File: src/rtl/mem_stage_if.sv
// mem_stage_if -- signal bundle between the EXE/MEM pipeline latch, the data RAM,
// the WB stage and the MEM stage of the five-stage pipeline.
//
// Signals:
//   MEM_valid      MEM stage holds a valid instruction (held until retire)
//   EXE_MEM_bus_r  155-bit latched EXE->MEM bus
//   WB_allow_in    WB stage can accept an instruction
//   dm_rdata       data RAM read word, valid one cycle after dm_addr
//   dm_addr        data RAM word address
//   dm_wen         data RAM byte write enables
//   dm_wdata       data RAM write data
//   MEM_over       MEM stage instruction complete, result valid
//   MEM_WB_bus     120-bit MEM->WB bus
//   MEM_wdest      destination register (0 when MEM stage is empty)
//   MEM_rf_wen     register-file write enable of the held instruction
//   MEM_fwd_data   bypass value, meaningful while MEM_over is high
//   MEM_pc         pc of the held instruction
//
// Modports:
//   master  pipeline/environment side (drives valid, bus, allow-in and RAM read data)
//   slave   the MEM stage itself
interface mem_stage_if;
  logic         MEM_valid;
  logic [154:0] EXE_MEM_bus_r;
  logic         WB_allow_in;
  logic [31:0]  dm_rdata;
  logic [31:0]  dm_addr;
  logic [3:0]   dm_wen;
  logic [31:0]  dm_wdata;
  logic         MEM_over;
  logic [119:0] MEM_WB_bus;
  logic [4:0]   MEM_wdest;
  logic         MEM_rf_wen;
  logic [31:0]  MEM_fwd_data;
  logic [31:0]  MEM_pc;

  modport master (
    output MEM_valid,
    output EXE_MEM_bus_r,
    output WB_allow_in,
    output dm_rdata,
    input  dm_addr,
    input  dm_wen,
    input  dm_wdata,
    input  MEM_over,
    input  MEM_WB_bus,
    input  MEM_wdest,
    input  MEM_rf_wen,
    input  MEM_fwd_data,
    input  MEM_pc
  );

  modport slave (
    input  MEM_valid,
    input  EXE_MEM_bus_r,
    input  WB_allow_in,
    input  dm_rdata,
    output dm_addr,
    output dm_wen,
    output dm_wdata,
    output MEM_over,
    output MEM_WB_bus,
    output MEM_wdest,
    output MEM_rf_wen,
    output MEM_fwd_data,
    output MEM_pc
  );
endinterface

File: src/rtl/mem_stage.sv
// mem_stage -- MEM pipeline stage: issues data RAM loads/stores for the held
// instruction, formats load data and forwards the result to WB.
//
// Ports:
//   clk     pipeline clock, all state changes on the rising edge
//   reset   synchronous active-high reset
//   mem_if  mem_stage_if.slave bundle (valid/bus/allow-in in, RAM port and WB bus out)
//
// Timing: non-load instructions complete in the first MEM cycle; loads present
// the address in the first cycle, capture the RAM word one cycle later and
// complete in the third state (DONE). Stores write only in the first cycle.
//
// Optional feature: define MEM_ALIGN_CHECK_EN to flag misaligned word accesses
// (addr_err); flagged stores do not write and flagged loads complete at once
// with mem_result = exe_result. Without it, low address bits are ignored for
// word accesses and addr_err is always 0.
module mem_stage (
  input  logic        clk,
  input  logic        reset,
  mem_stage_if.slave  mem_if
);

  typedef enum logic [1:0] {
    StIdle   = 2'd0,
    StLdWait = 2'd1,
    StDone   = 2'd2
  } state_e;

  // EXE->MEM bus fields, MSB first
  logic        load;
  logic        store;
  logic        ls_word;
  logic        lb_sign;
  logic [31:0] store_data;
  logic [31:0] exe_result;
  logic [31:0] lo_result;
  logic        hi_write;
  logic        lo_write;
  logic        mfhi;
  logic        mflo;
  logic        mtc0;
  logic        mfc0;
  logic [7:0]  cp0r_addr;
  logic        syscall;
  logic        eret;
  logic        rf_wen;
  logic [4:0]  rf_wdest;
  logic        overflow;
  logic [31:0] pc;

  assign {load, store, ls_word, lb_sign, store_data, exe_result, lo_result,
          hi_write, lo_write, mfhi, mflo, mtc0, mfc0, cp0r_addr, syscall, eret,
          rf_wen, rf_wdest, overflow, pc} = mem_if.EXE_MEM_bus_r;

  logic addr_err;

`ifdef MEM_ALIGN_CHECK_EN
  assign addr_err = (load | store) & ls_word & (exe_result[1:0] != 2'b00);
`else
  assign addr_err = 1'b0;
`endif

  state_e      state_q, state_d;
  logic        store_done_q, store_done_d;
  logic [31:0] load_data_q, load_data_d;

  logic        load_go;     // load that really goes to the RAM
  logic        store_fire;  // store write issued this cycle
  logic        mem_over;
  logic        retire;
  logic [7:0]  ld_byte;
  logic [31:0] load_fmt;
  logic [31:0] mem_result;

  assign load_go = load & ~addr_err;

  // Byte lane selection for byte loads (little-endian lanes)
  always_comb begin
    ld_byte = 8'h00;
    unique case (exe_result[1:0])
      2'd0: ld_byte = mem_if.dm_rdata[7:0];
      2'd1: ld_byte = mem_if.dm_rdata[15:8];
      2'd2: ld_byte = mem_if.dm_rdata[23:16];
      2'd3: ld_byte = mem_if.dm_rdata[31:24];
    endcase
  end

  assign load_fmt = ls_word ? mem_if.dm_rdata
                            : {{24{lb_sign & ld_byte[7]}}, ld_byte};

  // Completion; forced low during reset regardless of MEM_valid
  always_comb begin
    mem_over = 1'b0;
    if (!reset && mem_if.MEM_valid) begin
      case (state_q)
        StIdle:   mem_over = ~load_go;
        StLdWait: mem_over = 1'b0;
        StDone:   mem_over = 1'b1;
        default:  mem_over = 1'b0;
      endcase
    end
  end

  assign retire = mem_over & mem_if.WB_allow_in;

  // store_done guards against a repeat write while the store stalls in DONE
  assign store_fire = ~reset & mem_if.MEM_valid & (state_q == StIdle) & store &
                      ~addr_err & ~store_done_q;

  always_comb begin
    state_d      = state_q;
    store_done_d = store_done_q;
    load_data_d  = load_data_q;
    case (state_q)
      StIdle: begin
        if (mem_if.MEM_valid) begin
          if (load_go) begin
            state_d = StLdWait;
          end else if (!retire) begin
            // Completed but WB not ready: hold in DONE
            state_d = StDone;
            if (store_fire) store_done_d = 1'b1;
          end
          // Retire straight from IDLE keeps us in IDLE so a following
          // instruction is accepted with no bubble
        end
      end
      StLdWait: begin
        if (!mem_if.MEM_valid) begin
          state_d = StIdle;
        end else begin
          load_data_d = load_fmt;
          state_d     = StDone;
        end
      end
      StDone: begin
        if (!mem_if.MEM_valid || retire) begin
          state_d      = StIdle;
          store_done_d = 1'b0;
        end
      end
      default: begin
        state_d      = StIdle;
        store_done_d = 1'b0;
      end
    endcase
  end

  always_ff @(posedge clk) begin
    if (reset) begin
      state_q      <= StIdle;
      store_done_q <= 1'b0;
      load_data_q  <= 32'h0;
    end else begin
      state_q      <= state_d;
      store_done_q <= store_done_d;
      load_data_q  <= load_data_d;
    end
  end

  assign mem_result = load_go ? load_data_q : exe_result;

  // Data RAM port
  assign mem_if.dm_addr  = {exe_result[31:2], 2'b00};
  assign mem_if.dm_wen   = !store_fire ? 4'b0000 :
                           ls_word     ? 4'b1111 : (4'b0001 << exe_result[1:0]);
  assign mem_if.dm_wdata = ls_word ? store_data : {4{store_data[7:0]}};

  // WB side
  assign mem_if.MEM_over     = mem_over;
  assign mem_if.MEM_WB_bus   = {mem_result, lo_result, hi_write, lo_write, mfhi, mflo,
                                mtc0, mfc0, cp0r_addr, syscall, eret, rf_wen, rf_wdest,
                                overflow, addr_err, pc};
  assign mem_if.MEM_wdest    = mem_if.MEM_valid ? rf_wdest : 5'd0;
  assign mem_if.MEM_rf_wen   = rf_wen & mem_if.MEM_valid;
  assign mem_if.MEM_fwd_data = mem_result;
  assign mem_if.MEM_pc       = pc;

endmodule

File: src/flat_wrapper.sv
// flat-port wrapper written by rule: the top's interface ports become plain ports
module mem_stage_flat 
  (clk, reset, mem_if_MEM_valid, mem_if_EXE_MEM_bus_r, mem_if_WB_allow_in, mem_if_dm_rdata, mem_if_dm_addr, mem_if_dm_wen, mem_if_dm_wdata, mem_if_MEM_over, mem_if_MEM_WB_bus, mem_if_MEM_wdest, mem_if_MEM_rf_wen, mem_if_MEM_fwd_data, mem_if_MEM_pc);
  mem_stage_if mem_if_i ();
  input  logic clk;
  input  logic reset;
  input wire logic [$bits(mem_if_i.MEM_valid)-1:0] mem_if_MEM_valid;
  input wire logic [$bits(mem_if_i.EXE_MEM_bus_r)-1:0] mem_if_EXE_MEM_bus_r;
  input wire logic [$bits(mem_if_i.WB_allow_in)-1:0] mem_if_WB_allow_in;
  input wire logic [$bits(mem_if_i.dm_rdata)-1:0] mem_if_dm_rdata;
  output wire logic [$bits(mem_if_i.dm_addr)-1:0] mem_if_dm_addr;
  output wire logic [$bits(mem_if_i.dm_wen)-1:0] mem_if_dm_wen;
  output wire logic [$bits(mem_if_i.dm_wdata)-1:0] mem_if_dm_wdata;
  output wire logic [$bits(mem_if_i.MEM_over)-1:0] mem_if_MEM_over;
  output wire logic [$bits(mem_if_i.MEM_WB_bus)-1:0] mem_if_MEM_WB_bus;
  output wire logic [$bits(mem_if_i.MEM_wdest)-1:0] mem_if_MEM_wdest;
  output wire logic [$bits(mem_if_i.MEM_rf_wen)-1:0] mem_if_MEM_rf_wen;
  output wire logic [$bits(mem_if_i.MEM_fwd_data)-1:0] mem_if_MEM_fwd_data;
  output wire logic [$bits(mem_if_i.MEM_pc)-1:0] mem_if_MEM_pc;
  assign mem_if_i.MEM_valid = mem_if_MEM_valid;
  assign mem_if_i.EXE_MEM_bus_r = mem_if_EXE_MEM_bus_r;
  assign mem_if_i.WB_allow_in = mem_if_WB_allow_in;
  assign mem_if_i.dm_rdata = mem_if_dm_rdata;
  assign mem_if_dm_addr = mem_if_i.dm_addr;
  assign mem_if_dm_wen = mem_if_i.dm_wen;
  assign mem_if_dm_wdata = mem_if_i.dm_wdata;
  assign mem_if_MEM_over = mem_if_i.MEM_over;
  assign mem_if_MEM_WB_bus = mem_if_i.MEM_WB_bus;
  assign mem_if_MEM_wdest = mem_if_i.MEM_wdest;
  assign mem_if_MEM_rf_wen = mem_if_i.MEM_rf_wen;
  assign mem_if_MEM_fwd_data = mem_if_i.MEM_fwd_data;
  assign mem_if_MEM_pc = mem_if_i.MEM_pc;
  mem_stage u_core (.clk(clk), .reset(reset), .mem_if(mem_if_i));
endmodule
File: config.mk
export PLATFORM = sky130hd
export DESIGN_NAME = mem_stage_flat
export DESIGN_NICKNAME = d
export VERILOG_FILES = /design/src/rtl/mem_stage_if.sv /design/src/rtl/mem_stage.sv /design/src/flat_wrapper.sv
export SDC_FILE = /design/constraint.sdc
export NUM_CORES = 1
export LEC_CHECK = 0
export ABC_AREA = 1
export CAP_MARGIN = 20
export CORE_AREA = 5 5 169 171
export CTS_CLUSTER_DIAMETER = 100
export DETAILED_ROUTE_END_ITERATION = 16
export DIE_AREA = 0 0 174 176
export PLACE_DENSITY = 0.48
export SLEW_MARGIN = 20
export SYNTH_ARGS = -nofsm -noshare
export SYNTH_HDL_FRONTEND = slang
export SYNTH_SLANG_ARGS = --single-unit
File: constraint.sdc
create_clock -name clk -period 1.2 [get_ports clk]
set_input_delay 0.12 -clock clk [delete_from_list [all_inputs] [get_ports clk]]
set_output_delay 0.12 -clock clk [all_outputs]
set_load 0.03 [all_outputs]
[Word level (Yosys, flattened, before mapping)]
Index checks and enable logic that the tools add are counted.
Storage, ports and cells
  logic and storage cells: 56
  input port bits: 191
  register bits: 35
Operators by class
  eq/ne operators: 11
  mux-type cells: 21
  reduce and logical (&&, ||, !) cells: 9
  shift operators: 1
  bitwise logic cells: 11
Operators by type and width (count)
  $mux W32: 3
  $pmux W8 S4: 1
  $mux W2: 5
  $mux W4: 2
  $and A1 B1 Y1: 7
  $eq A2 B2 Y1 const B: 3
  $mux W1: 6
  $ne A2 B2 Y1 const B: 3
  $pmux W2 S3: 1
  $reduce_and A6 Y1: 1
  $mux W5: 1
  $eq A2 B1 Y1 const B: 2
  $logic_not A2 Y1: 2
  $ne A2 B1 Y1 const B: 2
  $not A1 Y1: 4
  $shl A1 B2 Y4 const A: 1
  $ne A3 B3 Y1 const B: 1
  $pmux W1 S3: 1
  $reduce_and A3 Y1: 1
  $logic_not A1 Y1: 2
  $pmux W1 S2: 1
  $reduce_and A2 Y1: 1
  $logic_and A1 B1 Y1: 1
  $logic_or A1 B1 Y1: 1

[Depth between registers and ports, before layout]
Gate-level depths: netlist (run 1).
  depth in word-level cells: 10
  depth in mapped cells: 8
  depth with buffers taken out: 7

[Least setup slack after synthesis (run 1)]
No wires, ideal clock.
  path type: input to output
  from: input port mem_if_EXE_MEM_bus_r[154]
  to: output port mem_if_MEM_fwd_data[0]
  path slack: -0.241 ns
  data arrival time: 1.321 ns
  data required time: 1.080 ns
  stages on the path: 3
  path through: buf_2 o21ai_0 buf_4
On the way
  longest elaborated chain between the ends: 1
RTL lines
  start: declaration: line flat_wrapper.sv:8  | input wire logic [$bits(mem_if_i.EXE_MEM_bus_r)-1:0] mem_if_EXE_MEM_bus_r;
  $mux W32: line mem_stage.sv:161  | assign mem_result = load_go ? load_data_q : exe_result;
  end: declaration: line flat_wrapper.sv:18  | output wire logic [$bits(mem_if_i.MEM_fwd_data)-1:0] mem_if_MEM_fwd_data;
Every way passes these cells.

[Final worst setup path (run 1)]
  from: register u_core.state_q[1]
  to: output port mem_if_dm_wen[3]
On the way
  longest elaborated chain between the ends: 5
RTL lines
  start: declaration: line mem_stage.sv:63  | state_e state_q, state_d;
  start signal: assignment: line mem_stage.sv:151  | state_q <= StIdle;
  start signal: assignment: line mem_stage.sv:155  | state_q <= state_d;
  $logic_not A2 Y1: line mem_stage.sv:107  | assign store_fire = ~reset & mem_if.MEM_valid & (state_q == StIdle) & store &
  $and A1 B1 Y1 (2 in series): line mem_stage.sv:107
  $and A1 B1 Y1: line mem_stage.sv:108  | ~addr_err & ~store_done_q;
  $mux W4: line mem_stage.sv:165  | assign mem_if.dm_wen = !store_fire ? 4'b0000 :
  end: declaration: line flat_wrapper.sv:12  | output wire logic [$bits(mem_if_i.dm_wen)-1:0] mem_if_dm_wen;
Every way passes these cells.

==> impl_metrics.env, run 1 <==
export IMPL_synth_seq_area_share=0.180
export IMPL_maxCapViolCount=0
export IMPL_dr_pass1_iters=4
export IMPL_synth_avg_cell_area_um2=6.42
export IMPL_timing_fmax_mhz=662
export IMPL_async_flop_share=0
export IMPL_cp_cell_sequence="nor2_4, nand2_2, nor2_4, inv_2, buf_6, a21oi_4, buf_12"
export IMPL_p_comb_frac=0.514
export IMPL_synth_seq_cells=35
export IMPL_swShare=0.389
export IMPL_dpl_cell_count=1031
export IMPL_power_density_mw_per_mm2=793
export IMPL_hold_path_class="primary input to output port"
export IMPL_finalClockSkew_ns=0.0129
export IMPL_cts_tree="done"
export IMPL_cts_path_max_buffers=2
export IMPL_cts_sinks=35
export IMPL_nFillCells=2994
export IMPL_intPower_mw=3.15
export IMPL_final_core_util=0.244
export IMPL_dpl_hpwl_um=14800
export IMPL_cp_data_arrival_time_ns=1.39
export IMPL_slowest_stage="dfxtp_4"
export IMPL_fin_crit_ns=1.51
export IMPL_regArea_um2=711
export IMPL_power_leakage_nw=2.91
export IMPL_synth_flop_cell="dfxtp_1"
export IMPL_multi_input_area_mm2=0.00202
export IMPL_rsz0062_at_grt="true"
export IMPL_track_usage=0.110
export IMPL_cts_htree_levels=2
export IMPL_drt_initial_drc_count=89
export IMPL_seqPwrFrac=0.244
export IMPL_cts_root_buf="clkbuf_16"
export IMPL_postRouteAntennaNets=0
export IMPL_clk_latency_ns=0.29
export IMPL_grt_overflow=0
export IMPL_drive_gt1_frac=0.471
export IMPL_synth_top_cell_by_area="buf_4"
export IMPL_vias=4025
export IMPL_path_class="register to output port"
export IMPL_pin_count=450
export IMPL_port_buffers=252
export IMPL_grt_pass1_wl_um=25700
export IMPL_drv_slew=0
export IMPL_setup_viol=39
export IMPL_dieWidth_um=174
export IMPL_path_delay_family="flip-flops"
export IMPL_start_kind="register"
export IMPL_viasPerCell=3.82
export IMPL_period_share=1.26
export IMPL_worst_path_buf_inv=3
export IMPL_synth_area_mm2=0.00390
export IMPL_cpMostUsedCell="nor2_4"
export IMPL_ys_warn_count=0
export IMPL_antenna_found_initial=5
export IMPL_die_h_um=176
export IMPL_fp_coreArea_mm2=0.0267
export IMPL_cts_hold_buffers=0
export IMPL_synth_top_cells_by_area="buf_4 (38%), nand2_1 (19%), dfxtp_1 (18%), a21oi_1 (5.1%), a21oi_2 (4.5%)"
export IMPL_required_ns=1.08
export IMPL_tightest_slew_ns=0.625
export IMPL_critPathCaptureType="output port"
export IMPL_synth_cells=607
export IMPL_peakVddDrop_v=0.000461
export IMPL_cpPeakStageDelay_ns=0.35
export IMPL_grt_max_degree=35
export IMPL_grt_pass1_vias=4114
export IMPL_routed_wl_um=18300
export IMPL_clock_power_share=0.241
export IMPL_area_growth_pct=67.1
export IMPL_critical_path_max_fanout=2
export IMPL_nets=904
export IMPL_wl_per_cell_um=17.3
export IMPL_worst_hold_slack_ns=0.240
export IMPL_cts_clk_slew_worst_paths_ns=0.05
export IMPL_cts_buffers_inserted=5
export IMPL_final_cells=1053
export IMPL_die_area_mm2=0.0306
export IMPL_failed_checks="setup timing"
export IMPL_start_util=0.146
export IMPL_hold_violations=0
export IMPL_rows=60
export IMPL_synth_edf_count=0
export IMPL_synth_distinct_cells=27
export IMPL_netlist_area_leader_share=0.378
export IMPL_slew_limit_headroom=0.583
export IMPL_gp_congestion=0.750
export IMPL_outcome="complete, but fails checks"
export IMPL_worst_slack_ns=-0.311
export IMPL_synth_common_cells="buf_4 (196), nand2_1 (195), a21oi_1 (40), dfxtp_1 (35), o21ai_0 (35)"
export IMPL_yosys_cell_count_top_type="buf_4"
export IMPL_p_switching_mw=2.01
export IMPL_num_antenna_cells=0
export IMPL_drc=0
## kinds of logic (layout without fill, tap and decap cells)
logic type      after synthesis  count (layout)  share of synthesized area
flops                        35              35                      0.180
compound gates               97              97                      0.145
buf+inv                     238             341                      0.423
simple gates                236             236                      0.251
other cells                   1               3                   0.000962
## power by group through the flow
stage	registers [mW]	clock network, mW	logic, mW
detailed placement	1.27	0	2.43
global route	1.27	1.33	2.82
finish	1.26	1.25	2.66
floorplan	1.26	0	2.05
CTS	1.25	1.29	2.59
global placement	1.27	0	2.42
## path summary, 6_finish.rpt
path	startpoint	cells after the start	endpoint	slack, ns
max reg2reg	u_core.state_q[1]	9	u_core.load_data_q[10]	-0.15
max	u_core.state_q[1]	7	mem_if_dm_wen[3]	-0.31
min	mem_if_EXE_MEM_bus_r[40]	0	mem_if_MEM_WB_bus[41]	0.24
min reg2reg	u_core.store_done_q	2	u_core.store_done_q	0.48
## layout make-up
cell class,count,area share
multi-input cells,336,0.310
clock buffers,5,0.0192
repair buffers,315,0.481
clock inverters,1,0.00115
well taps,341,0.0655
flip-flops and latches,35,0.109
inverters,20,0.0146
## flip-flops by register name (all words and copies together), names as in the netlist
signal / count
u_core.store_done_q: 1
u_core.load_data_q: 32
u_core.state_q: 2
## per-stage QoR
step / setup WS [ns] / total power [mW] / cell area [um^2] / setup TNS [ns]
after floorplan: -0.241 / 3.31 / 3950 / -0.773
after global placement: -0.468 / 3.69 / 5640 / -13.26
after detailed placement: -0.434 / 3.69 / 5640 / -14.68
after CTS: -0.359 / 5.13 / 6190 / -3.28
after global routing: -0.386 / 5.42 / 6510 / -6.22
final: -0.311 / 5.16 / 6510 / -3.45
## layer usage
metal | vias to the layer above | share of wire | track usage | wire length (um)
met5 | - | 0.0033 | 0 | 60
li1 | 1942 | - | - | -
met3 | 65 | 0.086 | 0.0413 | 1580
met4 | 10 | 0.029 | 0.0373 | 523
met2 | 208 | 0.52 | 0.205 | 9480
met1 | 1800 | 0.36 | 0.113 | 6630
## timing repair
item	CTS	global route
gates resized for setup	94	71
pin swaps	12	13
setup endpoints to repair	54	45
cloned	4	2
setup buffers	9	3
## placed cells by master (no fill, tap or decap), types with 3 or more instances in the layout
cell	Yosys	final
o21ai_4	0	7
buf_4	196	164
o21ai_0	35	3
clkdlybuf4s50_1	0	104
a21oi_1	40	9
dlygate4sd2_1	0	3
buf_16	0	3
nand2_1	195	185
clkbuf_16	0	7
nor2_4	1	8
inv_1	17	14
buf_6	2	7
o21ai_1	0	6
buf_12	0	30
nand4_1	10	10
or2_2	7	7
nand2_2	1	9
nor2_1	15	8
a21oi_4	0	11
o21ai_2	0	19
dfxtp_2	0	5
conb_1	1	3
a21oi_2	20	40
dfxtp_1	35	29
(Power assumes the default switching activity.)
==> run 2: changes to the inputs <==
- CORE_AREA: 5 5 169 171 -> 5 5 170 172
- DIE_AREA: 0 0 174 176 -> 0 0 175 177
- PLACE_DENSITY: 0.48 -> 0.46
- SKIP_LAST_GASP: unset -> 1
- clock period: 1.2 -> 1.5 ns (I/O delays scaled with it)
==> impl_metrics.env, run 2 (synthesis results as in run 1) <==
export IMPL_period_share=1.00
export IMPL_port_buffers=252
export IMPL_finalPower_mw=4.15
export IMPL_antenna_found_initial=6
export IMPL_peakVddDrop_v=0.000360
export IMPL_cp_data_arrival_time_ns=1.35
export IMPL_rows=61
export IMPL_reg_top3="u_core.load_data_q: 32 flops, u_core.state_q: 2 flops, u_core.store_done_q: 1 flops"
export IMPL_cts_path_max_buffers=2
export IMPL_dpl_cell_count=1022
export IMPL_cts_hold_buffers=0
export IMPL_placedInstanceArea_mm2=0.00559
export IMPL_postRouteAntennaNets=0
export IMPL_path_class="register to output port"
export IMPL_final_area_mm2=0.00588
export IMPL_start_kind="register"
export IMPL_setup_viol=0
export IMPL_track_usage=0.108
export IMPL_wl_per_cell_um=17.4
export IMPL_swShare=0.361
export IMPL_pre_cts_ws_ns=-0.0977
export IMPL_cts_sinks=35
export IMPL_grt_pass1_vias=3961
export IMPL_final_cells=1035
export IMPL_outcome="finished clean"
export IMPL_pin_count=450
export IMPL_clock_power_share=0.297
export IMPL_vias=3826
export IMPL_dpl_hpwl_um=15500
export IMPL_grt_pass1_wl_um=25000
export IMPL_cts_buffers_inserted=5
export IMPL_grt_overflow=0
export IMPL_intPower_mw=2.65
export IMPL_drc=0
export IMPL_dieWidth_um=175
export IMPL_maxCapViolCount=0
export IMPL_multi_input_area_mm2=0.00160
export IMPL_worst_hold_slack_ns=0.300
export IMPL_fin_tns_setup_ns=0
export IMPL_die_area_mm2=0.0310
export IMPL_regArea_um2=706
export IMPL_drt_initial_drc_count=101
export IMPL_gp_congestion=0.755
export IMPL_start_util=0.143
export IMPL_grt_max_degree=35
export IMPL_hold_path_class="primary input to output port"
export IMPL_cts_root_buf="clkbuf_16"
export IMPL_p_comb_frac=0.462
export IMPL_hold_violations=0
export IMPL_nFillCells=3101
export IMPL_cts_clk_slew_worst_paths_ns=0.06
export IMPL_largest_register_ffs=32
export IMPL_viasPerCell=3.70
export IMPL_nets=879
export IMPL_drv_slew=0
export IMPL_fp_coreArea_mm2=0.0273
export IMPL_fin_crit_ns=1.50
export IMPL_die_h_um=177
export IMPL_drive_gt1_frac=0.302
export IMPL_dr_pass1_iters=4
export IMPL_final_core_util=0.215
export IMPL_required_ns=1.35
export IMPL_area_growth_pct=50.9
export IMPL_cts_htree_levels=2
export IMPL_power_density_mw_per_mm2=706
export IMPL_seqPwrFrac=0.241
export IMPL_p_switching_mw=1.50
export IMPL_worst_slack_ns=0.000651
export IMPL_num_antenna_cells=0
export IMPL_routed_wl_um=18000
export IMPL_clk_latency_ns=0.28
export IMPL_cts_tree="done"
export IMPL_finalClockSkew_ns=0.00563
export IMPL_critical_path_max_fanout=4
export IMPL_rsz0062_at_grt="true"
export IMPL_power_leakage_nw=2.74
export IMPL_critPathCaptureType="output port"
export IMPL_regMostFlops="u_core.load_data_q"
export IMPL_final_common_cell="nand2_1"
export IMPL_layout_common_cells="nand2_1 (195), clkdlybuf4s50_1 (131), buf_4 (123)"
export IMPL_timing_fmax_mhz=667
-- run 2: cell types whose count changed in the layout (fill, tap and decap cells not counted), sizes merged --
cell / before / now
buf: 206 / 154
clkdlybuf4s50: 104 / 131
dlymetal6s2s: 0 / 5
dlygate4sd2: 3 / 0
bufinv: 0 / 1
clkbuf: 7 / 6
clkinv: 2 / 3
clkinvlp: 1 / 0
-- run 2: final timing paths --
path,start,slack (ns),endpoint,cells past startpoint
worst min-delay path,mem_if_EXE_MEM_bus_r[40],0.30,mem_if_MEM_WB_bus[41],0
worst max register to register,u_core.state_q[1],0.24,u_core.load_data_q[31],6
worst min register to register,u_core.store_done_q,0.45,u_core.store_done_q,2
worst max-delay path,u_core.state_q[1],0.0007,mem_if_dm_wen[3],7
-- run 2: worst max-delay path: stages (launching register included) --
cell and delay (ns):
dfxtp_4 0.36, nor2_4 0.08, nand2_1 0.06, nor2_1 0.10, buf_4 0.16, inv_6 0.06
a21oi_4 0.13, buf_12 0.13
-- run 2: final cells by class --
class	count	share of cell area
timing repair buffer	290	0.490
multi-input combinational	336	0.273
sequential	35	0.120
tap	346	0.0736
clock buffer	6	0.0236
inverter	20	0.0140
clock inverter	2	0.00596
-- run 2: per-layer routing --
metal  up-vias  GRT usage  part of all wire
li1       1891          -                 -
met1      1677      0.107              0.34
met2       184      0.204              0.53
met3        62     0.0417             0.098
met4        12     0.0422             0.031
met5         -          0            0.0034
-- run 2: timing repair --
action                                  4_1_cts  5_1_grt
endpoints found under the setup margin       32        8
resized for setup                            11       17
buffers inserted                              0        5
pin swaps                                     0        4
-- run 2: power by group through the flow --
stage / registers, mW / logic [mW] / clock network (mW)
4_1_cts: 0.997 / 1.93 / 1.27
2_1_floorplan: 1.01 / 1.62 / 0
6_report: 0.998 / 1.92 / 1.23
3_5_place_dp: 1.02 / 1.92 / 0
3_3_place_gp: 1.02 / 1.92 / 0
5_1_grt: 1.00 / 2.04 / 1.31
==> run 3: changes to the inputs <==
- CORE_AREA: 5 5 170 172 -> 5 5 169 171
- DIE_AREA: 0 0 175 177 -> 0 0 174 176
- PLACE_DENSITY: 0.46 -> 0.48
- clock period: 1.5 -> 1.2 ns (I/O delays scaled with it)
==> impl_metrics.env, run 3 (synthesis results as in run 1) <==
export IMPL_regArea_um2=707
export IMPL_grt_pass1_vias=4087
export IMPL_power_leakage_nw=2.90
export IMPL_tightest_slew_ns=0.580
export IMPL_finalClockSkew_ns=0.0107
export IMPL_timing_fmax_mhz=664
export IMPL_drc=0
export IMPL_setup_viol=35
export IMPL_use_met2=0.203
export IMPL_final_core_util=0.241
export IMPL_hold_violations=0
export IMPL_cts_hold_buffers=0
export IMPL_worst_slack_ns=-0.307
export IMPL_multi_input_area_mm2=0.00197
export IMPL_drt_initial_drc_count=128
export IMPL_cp_cell_sequence="nor2_4, nand2_2, nor2_4, inv_2, buf_6, a21oi_4, buf_12"
export IMPL_regMostFlops="u_core.load_data_q"
export IMPL_grt_max_degree=35
export IMPL_cpPeakStageDelay_ns=0.35
export IMPL_cts_sinks=35
export IMPL_cpMostUsedCell="nor2_4"
export IMPL_grt_pass1_wl_um=25600
export IMPL_postRouteAntennaNets=0
export IMPL_rr_startpoint="u_core.state_q[1]"
export IMPL_reg2reg_slack_ns=-0.13
export IMPL_reg2reg_depth=9
export IMPL_reg_top3="u_core.load_data_q: 32 flops, u_core.state_q: 2 flops, u_core.store_done_q: 1 flops"
export IMPL_top_usage_layer="met2"
export IMPL_fin_crit_ns=1.51
export IMPL_cts_tree="done"
export IMPL_crit_cells=7
export IMPL_period_share=1.26
export IMPL_drive_gt1_frac=0.443
export IMPL_peakVddDrop_v=0.000490
export IMPL_grt_overflow=0
export IMPL_grtUsageMet1=0.113
export IMPL_worst_path_buf_inv=3
export IMPL_gp_congestion=0.750
export IMPL_critical_path_max_fanout=2
export IMPL_cp_startpoint="u_core.state_q[1]"
export IMPL_dpl_hpwl_um=14800
export IMPL_cts_root_buf="clkbuf_16"
export IMPL_hold_path_class="primary input to output port"
export IMPL_cts_htree_levels=2
export IMPL_cts_buffers_inserted=5
export IMPL_drv_slew=0
export IMPL_vias=4014
export IMPL_area_growth_pct=65.5
export IMPL_power_density_mw_per_mm2=797
export IMPL_rows=60
export IMPL_cp_data_arrival_time_ns=1.39
export IMPL_path_delay_family="flip-flops"
export IMPL_dr_pass1_iters=4
export IMPL_nFillCells=2982
export IMPL_path_class="register to output port"
export IMPL_maxCapViolCount=0
export IMPL_largest_register_ffs=32
export IMPL_slowest_stage="dfxtp_4"
export IMPL_port_buffers=252
export IMPL_critPathCapture="mem_if_dm_wen[3]"
export IMPL_dieWidth_um=174
export IMPL_routed_wl_um=18200
export IMPL_cts_clk_slew_worst_paths_ns=0.05
export IMPL_finalPower_mw=5.14
export IMPL_start_kind="register"
export IMPL_worstReg2RegEnd="u_core.load_data_q[31]"
export IMPL_dpl_cell_count=1031
export IMPL_viasPerCell=3.82
export IMPL_antenna_found_initial=5
export IMPL_cts_path_max_buffers=2
export IMPL_critPathCaptureType="output port"
export IMPL_slew_limit_headroom=0.613
export IMPL_start_util=0.146
export IMPL_final_common_cell="nand2_1"
export IMPL_fin_tns_setup_ns=-3.45
export IMPL_outcome="complete, but fails checks"
export IMPL_use_met3=0.0413
export IMPL_track_usage=0.109
export IMPL_nets=903
export IMPL_die_h_um=176
export IMPL_wl_per_cell_um=17.3
export IMPL_final_cells=1052
export IMPL_num_antenna_cells=0
export IMPL_layout_common_cells="nand2_1 (187), buf_4 (164), clkdlybuf4s50_1 (104)"
export IMPL_required_ns=1.08
export IMPL_pin_count=450
export IMPL_clk_latency_ns=0.28
export IMPL_die_area_mm2=0.0306
export IMPL_rsz0062_at_grt="true"
export IMPL_failed_checks="setup timing"
export IMPL_fp_coreArea_mm2=0.0267
-- run 3: changes by cell type in the layout (fill, tap and decap cells not counted), sizes merged --
| cell | delta |
|---|---|
| bufinv | -1 |
| dlymetal6s2s | -5 |
| clkdlybuf4s50 | -27 |
| inv | -1 |
| buf | +52 |
| clkinvlp | +1 |
| dlygate4sd2 | +3 |
-- run 3: per-stage QoR --
| step | setup WS [ns] | hold WS (ns) | cell area (um^2) |
|---|---|---|---|
| 3_5_place_dp | -0.434 | 0.240 | 5640 |
| 2_1_floorplan | -0.241 | 0.192 | 3950 |
| 5_1_grt | -0.385 | 0.240 | 6450 |
| 4_1_cts | -0.359 | 0.240 | 6140 |
| 6_report | -0.307 | 0.240 | 6450 |
| 3_3_place_gp | -0.468 | 0.240 | 5640 |
-- run 3: how the worst min path moves through the flow --
stage / startpoint / endpoint / depth (start not counted)
detailed placement: mem_if_EXE_MEM_bus_r[57] / mem_if_MEM_WB_bus[58] / 0
finish: mem_if_EXE_MEM_bus_r[40] / mem_if_MEM_WB_bus[41] / 0
global route: mem_if_EXE_MEM_bus_r[44] / mem_if_MEM_WB_bus[45] / 0
floorplan: reset / u_core.state_q[1] / 1
CTS: mem_if_EXE_MEM_bus_r[57] / mem_if_MEM_WB_bus[58] / 0
global placement: mem_if_EXE_MEM_bus_r[57] / mem_if_MEM_WB_bus[58] / 0
-- run 3: worst reg2reg max path, cell delays in order (launching register included) --
cell and delay (ns):
dfxtp_4 0.36, buf_6 0.12, inv_8 0.04, nand3_4 0.07, buf_12 0.12, clkinv_8 0.07
buf_12 0.14, buf_16 0.14, o21ai_4 0.13, a21oi_2 0.04
-- run 3: cell type report --
class,count,area share
Timing Repair Buffer,314,0.482
Multi-Input combinational cell,336,0.306
Sequential cell,35,0.110
Tap cell,341,0.0662
Clock buffer,5,0.0194
Inverter,20,0.0151
Clock inverter,1,0.00116
-- run 3: metal layers --
layer / share of wire / vias to the layer above
met5: 0.0033 / -
met4: 0.029 / 10
met3: 0.089 / 66
met2: 0.52 / 212
met1: 0.36 / 1789
li1: - / 1937
-- run 3: power by group --
group / leakage [nW] / internal [mW] / switching (mW)
Sequential: 0.286 / 1.22 / 0.0401
Clock: 0.0618 / 0.746 / 0.502
Combinational: 2.56 / 1.18 / 1.46
-- run 3: repair_timing --
action | CTS | global route
gates resized for setup | 61 | 74
setup buffers | 9 | 3
setup endpoints to repair | 54 | 43
cloned | 4 | 1
pin swaps | 7 | 11
